[src/rtl/mem_pkg.sv]
// Shared definitions for the byte-wise memory access sequencer.
// Contents: FSM state encoding, access size codes, controller region bases and size helpers.
package mem_pkg;

  localparam logic [1:0] ST_IDLE = 2'd0;
  localparam logic [1:0] ST_BEAT = 2'd1;
  localparam logic [1:0] ST_DONE = 2'd2;

  typedef enum logic [1:0] {
    SZ_BYTE = 2'b00,
    SZ_HALF = 2'b01,
    SZ_WORD = 2'b10,
    SZ_RSVD = 2'b11
  } size_e;

  // Base addresses of the memory controller's regions.
  localparam logic [31:0] REGION0_BASE = 32'h0000_0000;
  localparam logic [31:0] REGION1_BASE = 32'h0010_0000;
  localparam logic [31:0] REGION2_BASE = 32'h0100_0000;
  localparam logic [31:0] REGION3_BASE = 32'h1000_0000;

  // Index of the final beat: byte=0, half=1, word and reserved=3.
  function automatic logic [1:0] last_beat(input logic [1:0] size);
    case (size)
      SZ_BYTE: return 2'd0;
      SZ_HALF: return 2'd1;
      default: return 2'd3;
    endcase
  endfunction

  function automatic logic is_misaligned(input logic [1:0] size, input logic [1:0] addr_lo);
    case (size)
      SZ_BYTE: return 1'b0;
      SZ_HALF: return addr_lo[0];
      default: return addr_lo != 2'b00;
    endcase
  endfunction

endpackage

[src/rtl/mem_access_seq_if.sv]
// CPU request/response handshake plus the byte-wide controller bus of mem_access_seq.
// The master modport is the sequencer; slave is the CPU/controller environment.
interface mem_access_seq_if #(
  parameter int dataWidth    = 8,
  parameter int addressWidth = 32,
  parameter int wordWidth    = 32
);
  // CPU side
  logic                    req;
  logic                    we;
  logic [1:0]              size;
  logic                    sign_ext;
  logic [addressWidth-1:0] addr;
  logic [wordWidth-1:0]    wdata;
  logic                    busy;
  logic                    done;
  logic [wordWidth-1:0]    rdata;
  logic                    err;

  // Controller side
  logic                    readmem;
  logic                    writemem;
  logic [addressWidth-1:0] addressBus;
  logic [dataWidth-1:0]    dataBusOut;
  logic [dataWidth-1:0]    dataBusIn;
  logic                    memDataReady;

  modport master (
    input  req, we, size, sign_ext, addr, wdata, dataBusIn, memDataReady,
    output busy, done, rdata, err, readmem, writemem, addressBus, dataBusOut
  );

  modport slave (
    output req, we, size, sign_ext, addr, wdata, dataBusIn, memDataReady,
    input  busy, done, rdata, err, readmem, writemem, addressBus, dataBusOut
  );
endinterface

[src/rtl/mem_access_extend.sv]
// Size-dependent zero/sign extension of a little-endian assembled load word.
module mem_access_extend
  import mem_pkg::*;
(
  input  logic [31:0] word,
  input  logic [1:0]  size,
  input  logic        sign_ext,
  output logic [31:0] result
);

  always_comb begin
    // NOTE: assign a default before the case so no path leaves result unassigned and no latch is inferred.
    result = word;
    case (size)
      SZ_BYTE: result = {{24{sign_ext & word[7]}}, word[7:0]};
      SZ_HALF: result = {{16{sign_ext & word[15]}}, word[15:0]};
      default: result = word;
    endcase
  end

endmodule

[src/rtl/mem_access_seq.sv]
// Splits one 1/2/4-byte CPU load/store into little-endian byte beats on the controller bus.
// Optional MEM_ACCESS_ALIGN_CHECK_EN: misaligned half/word requests complete at once with err=1.
module mem_access_seq
  import mem_pkg::*;
#(
  parameter int dataWidth    = 8,
  parameter int addressWidth = 32,
  parameter int wordWidth    = 32
) (
  input logic               clk,
  input logic               rst,
  mem_access_seq_if.master  bus
);

  logic [1:0]              state_q;
  logic [1:0]              k_q;
  logic [1:0]              last_q;
  logic [addressWidth-1:0] addr_q;
  logic                    we_q;
  logic [1:0]              size_q;
  logic                    sext_q;
  logic [wordWidth-1:0]    wdata_q;
  logic [wordWidth-1:0]    asm_q;
  logic [wordWidth-1:0]    asm_nxt;
  logic [wordWidth-1:0]    ext_word;
  logic [wordWidth-1:0]    rdata_q;
  logic                    misaligned;
  logic                    in_beat;

  assign in_beat = (state_q == ST_BEAT);

`ifdef MEM_ACCESS_ALIGN_CHECK_EN
  logic err_q;

  assign misaligned = is_misaligned(bus.size, bus.addr[1:0]);

  always_ff @(posedge clk or negedge rst) begin
    if (!rst)                              err_q <= 1'b0;
    else if (state_q == ST_IDLE && bus.req) err_q <= misaligned;
  end

  assign bus.err = (state_q == ST_DONE) && err_q;
`else
  assign misaligned = 1'b0;
  assign bus.err    = 1'b0;
`endif

  // Assembled word including the byte arriving on the current beat, so the
  // final beat's byte is already present when rdata is loaded.
  always_comb begin
    asm_nxt = asm_q;
    asm_nxt[{k_q, 3'b000} +: dataWidth] = bus.dataBusIn;
  end

  mem_access_extend u_extend (
    .word     (asm_nxt),
    .size     (size_q),
    .sign_ext (sext_q),
    .result   (ext_word)
  );

  always_ff @(posedge clk or negedge rst) begin
    if (!rst) begin
      // NOTE: non-blocking assignments so every register samples the pre-edge values of the others.
      state_q <= ST_IDLE;
      k_q     <= '0;
      last_q  <= '0;
      addr_q  <= '0;
      we_q    <= 1'b0;
      size_q  <= '0;
      sext_q  <= 1'b0;
      wdata_q <= '0;
      asm_q   <= '0;
      rdata_q <= '0;
    end else begin
      case (state_q)
        ST_IDLE: begin
          if (bus.req) begin
            addr_q  <= bus.addr;
            we_q    <= bus.we;
            size_q  <= bus.size;
            sext_q  <= bus.sign_ext;
            wdata_q <= bus.wdata;
            asm_q   <= '0;
            k_q     <= '0;
            last_q  <= last_beat(bus.size);
            state_q <= misaligned ? ST_DONE : ST_BEAT;
          end
        end
        ST_BEAT: begin
          // Without memDataReady every register holds: an unbounded wait state.
          if (bus.memDataReady) begin
            if (!we_q) asm_q <= asm_nxt;
            if (k_q == last_q) begin
              state_q <= ST_DONE;
              if (!we_q) rdata_q <= ext_word;
            end else begin
              k_q <= k_q + 2'd1;
            end
          end
        end
        ST_DONE: begin
          state_q <= ST_IDLE;
          k_q     <= '0;
        end
        default: state_q <= ST_IDLE;
      endcase
    end
  end

  assign bus.busy       = (state_q != ST_IDLE);
  assign bus.done       = (state_q == ST_DONE);
  assign bus.rdata      = rdata_q;
  assign bus.readmem    = in_beat && !we_q;
  assign bus.writemem   = in_beat && we_q;
  assign bus.addressBus = in_beat ? addr_q + addressWidth'(k_q) : '0;
  assign bus.dataBusOut = (in_beat && we_q) ? wdata_q[{k_q, 3'b000} +: dataWidth] : '0;

endmodule
[src/flat_wrapper.sv]
// flat-port wrapper written by rule: the top's interface ports become plain ports
module mem_access_seq_flat import mem_pkg::*;
#(
  parameter int dataWidth    = 8,
  parameter int addressWidth = 32,
  parameter int wordWidth    = 32
)
  (clk, rst, bus_req, bus_we, bus_size, bus_sign_ext, bus_addr, bus_wdata, bus_dataBusIn, bus_memDataReady, bus_busy, bus_done, bus_rdata, bus_err, bus_readmem, bus_writemem, bus_addressBus, bus_dataBusOut);
  mem_access_seq_if #(.dataWidth(dataWidth), .addressWidth(addressWidth), .wordWidth(wordWidth)) bus_i ();
  input logic clk;
  input logic rst;
  input wire logic [$bits(bus_i.req)-1:0] bus_req;
  input wire logic [$bits(bus_i.we)-1:0] bus_we;
  input wire logic [$bits(bus_i.size)-1:0] bus_size;
  input wire logic [$bits(bus_i.sign_ext)-1:0] bus_sign_ext;
  input wire logic [$bits(bus_i.addr)-1:0] bus_addr;
  input wire logic [$bits(bus_i.wdata)-1:0] bus_wdata;
  input wire logic [$bits(bus_i.dataBusIn)-1:0] bus_dataBusIn;
  input wire logic [$bits(bus_i.memDataReady)-1:0] bus_memDataReady;
  output wire logic [$bits(bus_i.busy)-1:0] bus_busy;
  output wire logic [$bits(bus_i.done)-1:0] bus_done;
  output wire logic [$bits(bus_i.rdata)-1:0] bus_rdata;
  output wire logic [$bits(bus_i.err)-1:0] bus_err;
  output wire logic [$bits(bus_i.readmem)-1:0] bus_readmem;
  output wire logic [$bits(bus_i.writemem)-1:0] bus_writemem;
  output wire logic [$bits(bus_i.addressBus)-1:0] bus_addressBus;
  output wire logic [$bits(bus_i.dataBusOut)-1:0] bus_dataBusOut;
  assign bus_i.req = bus_req;
  assign bus_i.we = bus_we;
  assign bus_i.size = bus_size;
  assign bus_i.sign_ext = bus_sign_ext;
  assign bus_i.addr = bus_addr;
  assign bus_i.wdata = bus_wdata;
  assign bus_i.dataBusIn = bus_dataBusIn;
  assign bus_i.memDataReady = bus_memDataReady;
  assign bus_busy = bus_i.busy;
  assign bus_done = bus_i.done;
  assign bus_rdata = bus_i.rdata;
  assign bus_err = bus_i.err;
  assign bus_readmem = bus_i.readmem;
  assign bus_writemem = bus_i.writemem;
  assign bus_addressBus = bus_i.addressBus;
  assign bus_dataBusOut = bus_i.dataBusOut;
  mem_access_seq #(.dataWidth(dataWidth), .addressWidth(addressWidth), .wordWidth(wordWidth)) u_core (.clk(clk), .rst(rst), .bus(bus_i));
endmodule
[config.mk]
export PLATFORM = sky130hd
export DESIGN_NAME = mem_access_seq_flat
export DESIGN_NICKNAME = d
export VERILOG_FILES = /design/src/rtl/mem_pkg.sv /design/src/rtl/mem_access_seq_if.sv /design/src/rtl/mem_access_extend.sv /design/src/rtl/mem_access_seq.sv /design/src/flat_wrapper.sv
export SDC_FILE = /design/constraint.sdc
export NUM_CORES = 1
export LEC_CHECK = 0
export CORE_ASPECT_RATIO = 1.25
export CORE_MARGIN = 5
export CORE_UTILIZATION = 55
export DETAILED_ROUTE_END_ITERATION = 6
export PLACE_DENSITY = 0.94
export SLEW_MARGIN = 10
export SYNTH_ARGS = -nofsm -noshare
export SYNTH_HDL_FRONTEND = slang
export SYNTH_HIERARCHICAL = 1
export SYNTH_SLANG_ARGS = --single-unit
[constraint.sdc]
create_clock -name clk -period 9.3 [get_ports clk]
set_input_delay 1.86 -clock clk [delete_from_list [all_inputs] [get_ports clk]]
set_output_delay 1.86 -clock clk [all_outputs]
set_load 0.02 [all_outputs]
==> results of run 1 <==
==> flip-flops by register name, summed over array words and instances, names as in the netlist, 2 cells and up <==
signal	cells
u_core/k_q	2
u_core/last_q	2
u_core/asm_q	32
u_core/addr_q	32
u_core/wdata_q	32
u_core/size_q	2
u_core/bus.rdata	32
u_core/state_q	2
==> layout make-up <==
type / instances / share of cell area
Antenna cell: 1 / 0.000265
Clock inverter: 11 / 0.0126
Timing Repair Buffer: 164 / 0.171
Multi-Input combinational cell: 467 / 0.360
Clock buffer: 21 / 0.0498
Inverter: 44 / 0.0175
Sequential cell: 138 / 0.365
Tap cell: 171 / 0.0226
==> cells by family (layout without fill, tap and decap cells) <==
family | Yosys count | in the layout | share of synthesized area
and+or+nand+nor | 199 | 199 | 0.136
AOI/OAI and AO/OA | 141 | 141 | 0.122
DFF | 138 | 138 | 0.474
muxes | 106 | 106 | 0.177
buffers and inverters | 101 | 240 | 0.0615
xor gates and xnor gates | 12 | 12 | 0.0144
adders and majority gates | 8 | 8 | 0.0148
other | 1 | 2 | 0.000515
==> worst max-delay path: cells and delay by family (launching register included) <==
kind	cells	cell delay, ns
buffers and inverters	1	0.62
flip-flops	1	0.93
adder cells (fa/ha/maj)	2	0.62
AND/OR/NAND/NOR	3	1.51
AO/OA/AOI/OAI	1	0.15
==> cell usage after synthesis (2+ instances only) <==
| cell | count |
|---|---|
| sky130_fd_sc_hd__a21oi_1 | 19 |
| sky130_fd_sc_hd__a31o_2 | 31 |
| sky130_fd_sc_hd__and2_1 | 3 |
| sky130_fd_sc_hd__and3_1 | 10 |
| sky130_fd_sc_hd__and4_1 | 3 |
| sky130_fd_sc_hd__buf_1 | 2 |
| sky130_fd_sc_hd__buf_2 | 9 |
| sky130_fd_sc_hd__buf_4 | 9 |
| sky130_fd_sc_hd__buf_6 | 3 |
| sky130_fd_sc_hd__clkbuf_1 | 33 |
| sky130_fd_sc_hd__dfrtp_1 | 138 |
| sky130_fd_sc_hd__ha_1 | 7 |
| sky130_fd_sc_hd__inv_1 | 44 |
| sky130_fd_sc_hd__mux2_2 | 95 |
| sky130_fd_sc_hd__mux2i_1 | 2 |
| sky130_fd_sc_hd__mux4_2 | 8 |
| sky130_fd_sc_hd__nand2_1 | 71 |
| sky130_fd_sc_hd__nand2b_1 | 2 |
| sky130_fd_sc_hd__nand3_1 | 10 |
| sky130_fd_sc_hd__nand4_1 | 7 |
| sky130_fd_sc_hd__nor2_1 | 50 |
| sky130_fd_sc_hd__nor2b_1 | 2 |
| sky130_fd_sc_hd__nor3_1 | 3 |
| sky130_fd_sc_hd__nor4_1 | 6 |
| sky130_fd_sc_hd__nor4bb_1 | 3 |
| sky130_fd_sc_hd__o211ai_1 | 2 |
| sky130_fd_sc_hd__o21ai_0 | 63 |
| sky130_fd_sc_hd__o21ai_1 | 6 |
| sky130_fd_sc_hd__o21ai_2 | 4 |
| sky130_fd_sc_hd__o31a_1 | 2 |
| sky130_fd_sc_hd__o31ai_1 | 9 |
| sky130_fd_sc_hd__or2_2 | 6 |
| sky130_fd_sc_hd__or3_1 | 9 |
| sky130_fd_sc_hd__or4_1 | 9 |
| sky130_fd_sc_hd__xnor2_1 | 9 |
| sky130_fd_sc_hd__xor2_1 | 3 |
==> layer usage <==
metal	vias up	part of all wire	wire [um]	GRT usage
met5	-	0	0	0
met1	2820	0.39	7020	0.288
li1	2711	-	-	-
met4	0	0.023	424	0.0797
met2	231	0.53	9560	0.410
met3	30	0.063	1140	0.0519
==> metrics by stage <==
step                      cell area (sq um)  std cells
after global placement                 8860        984
after CTS                              9450       1016
after floorplan                        7290        706
after detailed placement               8860        984
final                                  9450       1017
after global routing                   9450       1017
==> worst max-delay path by stage <==
stage                         end  slack, ns  cells after the start
6_report       bus_addressBus[28]       3.18                      7
5_1_grt        bus_addressBus[28]       2.94                      7
4_1_cts        bus_addressBus[28]       3.15                      7
3_5_place_dp   bus_addressBus[28]       3.61                      7
3_3_place_gp   bus_addressBus[26]       3.68                      7
2_1_floorplan  bus_addressBus[26]       4.95                      7
==> where the power goes <==
group | internal (mW) | total [mW] | switching, mW
logic | 0.802 | 1.64 | 0.836
clock network | 0.415 | 0.663 | 0.248
registers | 0.872 | 1.12 | 0.245
==> flow_results.xml, run 1 <==
<?xml version="1.0" encoding="UTF-8"?>
<metrics>
  <group name="synth">
    <metric name="synth_top_cell_by_area" unit="">sky130_fd_sc_hd__dfrtp_1</metric>
    <metric name="synth-main-ff-cell" unit="">sky130_fd_sc_hd__dfrtp_1</metric>
    <metric name="synthesis.instances" unit="">706</metric>
    <metric name="synth_area_per_cell" unit="sq um">10.3</metric>
    <metric name="synthDistinctLibCells" unit="">50</metric>
    <metric name="yosys.area.top_type_share" unit="">0.474</metric>
    <metric name="synth-edff-count" unit="">0</metric>
    <metric name="async_flop_share" unit="">1.00</metric>
    <metric name="post_synth_main_area_contributors" unit="">sky130_fd_sc_hd__dfrtp_1 (47%), sky130_fd_sc_hd__mux2_2 (15%), sky130_fd_sc_hd__o21ai_0 (4.3%)</metric>
    <metric name="synthesis.nets" unit="">794</metric>
    <metric name="synth-seq-area-share" unit="">0.474</metric>
    <metric name="ys.warnings.count" unit="">6</metric>
    <metric name="synth_area" unit="sq mm">0.00729</metric>
    <metric name="synth.ff_latch_count" unit="">138</metric>
  </group>
  <group name="placement">
    <metric name="gp_congestion" unit="">0.899</metric>
    <metric name="place_worst_setup_slack" unit="ns">3.61</metric>
    <metric name="dp.final_hpwl" unit="um">12400</metric>
    <metric name="placement.io_buffers" unit="">155</metric>
  </group>
  <group name="layout">
    <metric name="layout_commonest_cell" unit="">sky130_fd_sc_hd__clkdlybuf4s50_1</metric>
    <metric name="area_of_the_multi_input_gates" unit="sq mm">0.00341</metric>
    <metric name="layout.core_utilization" unit="">0.721</metric>
    <metric name="fillers" unit="">936</metric>
    <metric name="final_net_count" unit="">920</metric>
    <metric name="final-seq-area" unit="sq mm">0.00345</metric>
    <metric name="syn2layout_area_growth" unit="%">29.7</metric>
    <metric name="drive_above_1_share" unit="">0.225</metric>
    <metric name="layout.cells.most_common_list" unit="">sky130_fd_sc_hd__clkdlybuf4s50_1 (154), sky130_fd_sc_hd__dfrtp_1 (138), sky130_fd_sc_hd__mux2_2 (95), sky130_fd_sc_hd__nand2_1 (71), sky130_fd_sc_hd__o21ai_0 (63)</metric>
  </group>
  <group name="floorplan">
    <metric name="core_region_area" unit="sq mm">0.0131</metric>
    <metric name="initial_utilization" unit="">0.556</metric>
    <metric name="design.portCount" unit="">157</metric>
    <metric name="dieArea" unit="sq mm">0.0157</metric>
    <metric name="fp.dieH" unit="um">139</metric>
    <metric name="die_x" unit="um">113</metric>
    <metric name="rows" unit="">47</metric>
  </group>
  <group name="critical_path">
    <metric name="cp-end-kind" unit="">output port</metric>
    <metric name="cp-startpoint" unit="">u_core/k_q[0]</metric>
    <metric name="cpPeakStageDelay" unit="ns">0.93</metric>
    <metric name="critPathSlowestCell" unit="">sky130_fd_sc_hd__dfrtp_1</metric>
    <metric name="reg2regPathDepth" unit="">9</metric>
    <metric name="worst-r2r-setup-slack" unit="ns">5.84</metric>
    <metric name="reg2reg_from" unit="">u_core/k_q[0]</metric>
    <metric name="r2r_end" unit="">u_core/bus.rdata[30]</metric>
    <metric name="worst_setup_path_start_kind" unit="">flip-flop</metric>
    <metric name="critPathArrivalTime" unit="ns">4.26</metric>
    <metric name="worstPathMaxFanout" unit="">20</metric>
    <metric name="path_cells" unit="">ha_1 &gt; fa_1 &gt; nand4_4 &gt; or4_1 &gt; or4_1 &gt; a21oi_1 &gt; clkdlybuf4s50_1</metric>
    <metric name="crit_required" unit="ns">7.44</metric>
    <metric name="timing_worst_setup_path_type" unit="">reg2out</metric>
    <metric name="critPathMostFrequentCell" unit="">sky130_fd_sc_hd__or4_1</metric>
  </group>
  <group name="routing">
    <metric name="wirelength" unit="um">18200</metric>
    <metric name="drc_errors" unit="">0</metric>
    <metric name="detailroute.via_count" unit="">5792</metric>
    <metric name="drt.antenna.violating_nets" unit="">0</metric>
    <metric name="first_iter_violations" unit="">447</metric>
    <metric name="detailed_routing_iteration_count_for_the_pre_antenna_repair_pass" unit="">6</metric>
    <metric name="via_per_inst" unit="">5.70</metric>
    <metric name="routed_wire_length_per_instance" unit="um">17.8</metric>
  </group>
  <group name="clocking">
    <metric name="cts-root-buf" unit="">sky130_fd_sc_hd__clkbuf_16</metric>
    <metric name="cts_tree" unit="">done</metric>
    <metric name="numCtsBuffers" unit="">17</metric>
    <metric name="cts_htree_levels" unit="">4</metric>
    <metric name="ctsHoldBuffers" unit="">0</metric>
    <metric name="clkSlewWorstSetupHoldPaths" unit="ns">0.06</metric>
    <metric name="cts.path.max_buffers" unit="">2</metric>
    <metric name="cts.repair.resized" unit="">0</metric>
    <metric name="count_of_buffers_added_by_post_cts_timing_repair_for_setup" unit="">0</metric>
    <metric name="worst_skew_pair.late_latency" unit="ns">0.41</metric>
    <metric name="cts_sinks" unit="">138</metric>
  </group>
  <group name="power">
    <metric name="report.power.total" unit="mW">3.42</metric>
    <metric name="p_per_area" unit="mW/mm^2">362</metric>
    <metric name="vdd.ir_drop.worst" unit="mV">0.197</metric>
    <metric name="leakagePower" unit="nW">3.93</metric>
  </group>
  <group name="global_routing">
    <metric name="grt_max_degree" unit="">92</metric>
    <metric name="antenna_found_initial" unit="">1</metric>
    <metric name="groute.usage.overall" unit="">0.235</metric>
    <metric name="grt-ovfl-total" unit="">0</metric>
    <metric name="grt_pass1_wl" unit="um">29600</metric>
    <metric name="first_global_vias" unit="">5913</metric>
  </group>
  <group name="sta">
    <metric name="report.final.setup_viol" unit="">0</metric>
    <metric name="final.setup.worst_slack" unit="ns">3.18</metric>
    <metric name="hold_slack" unit="ns">0.503</metric>
    <metric name="fin_skew" unit="ns">0.00849</metric>
    <metric name="final_report_max_slew_violation_count" unit="">0</metric>
    <metric name="timing_hold_violations_final" unit="">0</metric>
    <metric name="min_period" unit="ns">6.12</metric>
    <metric name="grt_setup_unrepaired" unit="">no</metric>
    <metric name="timing.final.crit_share" unit="">0.658</metric>
    <metric name="maxSlewHeadroom" unit="">0.280</metric>
    <metric name="setup_total_negative_slack" unit="ns">0</metric>
    <metric name="slew_of_the_pin_with_the_lowest_slew_margin" unit="ns">1.08</metric>
    <metric name="max_freq" unit="MHz">164</metric>
  </group>
  <group name="run">
    <metric name="maxCapViolations" unit="">0</metric>
  </group>
  <group name="hold_path">
    <metric name="worstHoldEndpoint" unit="">u_core/wdata_q[21]</metric>
    <metric name="hp-start" unit="">u_core/wdata_q[21]</metric>
    <metric name="worst_hold_path_cells" unit="">1</metric>
    <metric name="worstHoldPathType" unit="">reg2reg</metric>
  </group>
  <group name="outcome">
    <metric name="run_status" unit="">finished, final reports clean</metric>
  </group>
</metrics>
Power figures use the tool's default switching activity.
==> run 2: changes to the inputs <==
--- a/config.mk
+++ b/config.mk
@@ -7,9 +7,9 @@
 export LEC_CHECK = 0
 export CORE_ASPECT_RATIO = 1.25
 export CORE_MARGIN = 5
-export CORE_UTILIZATION = 55
+export CORE_UTILIZATION = 46
 export DETAILED_ROUTE_END_ITERATION = 6
-export PLACE_DENSITY = 0.94
+export PLACE_DENSITY = 0.84
 export SLEW_MARGIN = 10
 export SYNTH_ARGS = -nofsm -noshare
 export SYNTH_HDL_FRONTEND = slang
==> constraint.sdc (replaced) <==
create_clock -name clk -period 5.22 [get_ports clk]
set_input_delay 1.044 -clock clk [delete_from_list [all_inputs] [get_ports clk]]
set_output_delay 1.044 -clock clk [all_outputs]
set_load 0.02 [all_outputs]
==> flow_results.xml, run 2 (synthesis results as in run 1) <==
<?xml version="1.0" encoding="UTF-8"?>
<metrics>
  <group name="routing">
    <metric name="routed_wire_length_per_instance" unit="um">17.0</metric>
    <metric name="wirelength" unit="um">18100</metric>
    <metric name="first_iter_violations" unit="">449</metric>
    <metric name="drc_errors" unit="">0</metric>
    <metric name="detailed_routing_iteration_count_for_the_pre_antenna_repair_pass" unit="">5</metric>
    <metric name="drt.antenna.violating_nets" unit="">0</metric>
    <metric name="detailroute.via_count" unit="">5756</metric>
    <metric name="via_per_inst" unit="">5.44</metric>
  </group>
  <group name="hold_path">
    <metric name="worstHoldPathType" unit="">reg2reg</metric>
    <metric name="hp-start" unit="">u_core/wdata_q[28]</metric>
  </group>
  <group name="sta">
    <metric name="hold_slack" unit="ns">0.503</metric>
    <metric name="max_freq" unit="MHz">217</metric>
    <metric name="timing.final.crit_share" unit="">0.882</metric>
    <metric name="slew_of_the_pin_with_the_lowest_slew_margin" unit="ns">1.17</metric>
    <metric name="min_period" unit="ns">4.60</metric>
    <metric name="timing_hold_violations_final" unit="">0</metric>
    <metric name="report.final.setup_viol" unit="">0</metric>
    <metric name="grt_setup_unrepaired" unit="">no</metric>
    <metric name="setup_total_negative_slack" unit="ns">0</metric>
    <metric name="fin_skew" unit="ns">0.0120</metric>
    <metric name="final_report_max_slew_violation_count" unit="">0</metric>
    <metric name="maxSlewHeadroom" unit="">0.210</metric>
  </group>
  <group name="clocking">
    <metric name="clkSlewWorstSetupHoldPaths" unit="ns">0.06</metric>
    <metric name="cts.path.max_buffers" unit="">2</metric>
    <metric name="numCtsBuffers" unit="">17</metric>
    <metric name="cts_tree" unit="">done</metric>
    <metric name="cts_htree_levels" unit="">4</metric>
    <metric name="count_of_buffers_added_by_post_cts_timing_repair_for_setup" unit="">0</metric>
    <metric name="cts-root-buf" unit="">sky130_fd_sc_hd__clkbuf_16</metric>
    <metric name="cts_sinks" unit="">138</metric>
    <metric name="worst_skew_pair.late_latency" unit="ns">0.43</metric>
    <metric name="cts.repair.resized" unit="">0</metric>
    <metric name="ctsHoldBuffers" unit="">0</metric>
  </group>
  <group name="global_routing">
    <metric name="groute.usage.overall" unit="">0.203</metric>
    <metric name="grt-ovfl-total" unit="">0</metric>
    <metric name="first_global_vias" unit="">5652</metric>
    <metric name="grt_pass1_wl" unit="um">29000</metric>
    <metric name="grt_max_degree" unit="">108</metric>
    <metric name="antenna_found_initial" unit="">2</metric>
  </group>
  <group name="floorplan">
    <metric name="die_x" unit="um">123</metric>
    <metric name="core_region_area" unit="sq mm">0.0156</metric>
    <metric name="dieArea" unit="sq mm">0.0185</metric>
    <metric name="initial_utilization" unit="">0.468</metric>
    <metric name="design.portCount" unit="">157</metric>
    <metric name="rows" unit="">51</metric>
    <metric name="fp.dieH" unit="um">151</metric>
  </group>
  <group name="power">
    <metric name="p_per_area" unit="mW/mm^2">635</metric>
    <metric name="leakagePower" unit="nW">3.93</metric>
    <metric name="report.power.total" unit="mW">6.02</metric>
    <metric name="vdd.ir_drop.worst" unit="mV">0.291</metric>
  </group>
  <group name="critical_path">
    <metric name="crit_required" unit="ns">4.18</metric>
    <metric name="timing_worst_setup_path_type" unit="">reg2out</metric>
    <metric name="worstPathMaxFanout" unit="">16</metric>
    <metric name="cp-end-kind" unit="">output port</metric>
    <metric name="cp-startpoint" unit="">u_core/k_q[0]</metric>
    <metric name="critPathArrivalTime" unit="ns">3.56</metric>
    <metric name="worst_setup_path_start_kind" unit="">flip-flop</metric>
    <metric name="reg2reg_from" unit="">u_core/k_q[0]</metric>
  </group>
  <group name="layout">
    <metric name="syn2layout_area_growth" unit="%">30.2</metric>
    <metric name="layout_commonest_cell" unit="">sky130_fd_sc_hd__clkdlybuf4s50_1</metric>
    <metric name="drive_above_1_share" unit="">0.225</metric>
    <metric name="fillers" unit="">1307</metric>
    <metric name="layout.cells.most_common_list" unit="">sky130_fd_sc_hd__clkdlybuf4s50_1 (154), sky130_fd_sc_hd__dfrtp_1 (138), sky130_fd_sc_hd__mux2_2 (95), sky130_fd_sc_hd__nand2_1 (71), sky130_fd_sc_hd__o21ai_0 (63)</metric>
    <metric name="final_net_count" unit="">920</metric>
    <metric name="layout.core_utilization" unit="">0.610</metric>
  </group>
  <group name="placement">
    <metric name="gp_congestion" unit="">0.839</metric>
    <metric name="placement.io_buffers" unit="">155</metric>
    <metric name="dp.final_hpwl" unit="um">12500</metric>
  </group>
  <group name="run">
    <metric name="maxCapViolations" unit="">0</metric>
  </group>
  <group name="outcome">
    <metric name="run_status" unit="">finished, final reports clean</metric>
  </group>
</metrics>
==> run 2: changes by cell type in the layout (fill, tap and decap cells not counted) <==
cell / delta
sky130_fd_sc_hd__clkbuf_8: -2
sky130_fd_sc_hd__buf_12: +1
sky130_fd_sc_hd__clkinv_2: -1
sky130_fd_sc_hd__buf_4: -1
sky130_fd_sc_hd__diode_2: +1
sky130_fd_sc_hd__clkinv_4: +4
sky130_fd_sc_hd__bufinv_16: -1
sky130_fd_sc_hd__inv_6: +1
sky130_fd_sc_hd__clkinvlp_4: -1
==> run 2: final timing paths <==
path                       cells past startpoint  slack [ns]              endpoint
min in group asynchronous                      1        0.75     u_core/wdata_q[3]
setup reg to reg                               9        1.75  u_core/bus.rdata[15]
max in group asynchronous                      2        3.47      u_core/asm_q[31]
setup / recovery                               7        0.62    bus_addressBus[26]
hold / removal                                 1        0.50    u_core/wdata_q[28]
hold reg to reg                                1        0.50    u_core/wdata_q[28]
==> run 2: per-layer routing <==
metal | wire, um | up-vias | global-route usage | share of wire
met1 | 7120 | 2764 | 0.248 | 0.39
met5 | 0 | - | 0 | 0
met3 | 1240 | 40 | 0.0466 | 0.069
met4 | 533 | 0 | 0.0947 | 0.030
met2 | 9160 | 222 | 0.339 | 0.51
li1 | - | 2730 | - | -
==> run 2: layout make-up <==
cell class	count	area (sq um)	area share
repair buffers	164	1630	0.172
well taps	212	265	0.0279
multi-input cells	467	3410	0.359
clock buffers	19	443	0.0467
diodes	2	5.00	0.000527
clock inverters	13	120	0.0127
inverters	44	165	0.0174
flip-flops and latches	138	3450	0.364
==> run 2: where the power goes <==
| group | switching (mW) | leakage [nW] | internal [mW] | total (mW) |
|---|---|---|---|---|
| clock network | 0.468 | 0.270 | 0.669 | 1.14 |
| logic | 1.51 | 1.89 | 1.43 | 2.95 |
| registers | 0.384 | 1.76 | 1.55 | 1.94 |
==> run 2: stage by stage <==
| stage | cell area (sq um) | setup WS (ns) | std cells |
|---|---|---|---|
| final | 9490 | 0.615 | 1059 |
| after global placement | 8920 | 1.12 | 1025 |
| after CTS | 9490 | 0.594 | 1057 |
| after detailed placement | 8920 | 1.05 | 1025 |
| after global routing | 9490 | 0.455 | 1059 |
| after floorplan | 7290 | 1.69 | 706 |
==> run 2: critical path, stage by stage, from the launching register on <==
cell and delay, ns:
sky130_fd_sc_hd__dfrtp_1 0.36, sky130_fd_sc_hd__ha_1 0.21, sky130_fd_sc_hd__fa_1 0.29, sky130_fd_sc_hd__nand4_4 0.17, sky130_fd_sc_hd__or4_1 0.78, sky130_fd_sc_hd__or4_1 0.57
sky130_fd_sc_hd__a21oi_1 0.16, sky130_fd_sc_hd__clkdlybuf4s50_1 0.62
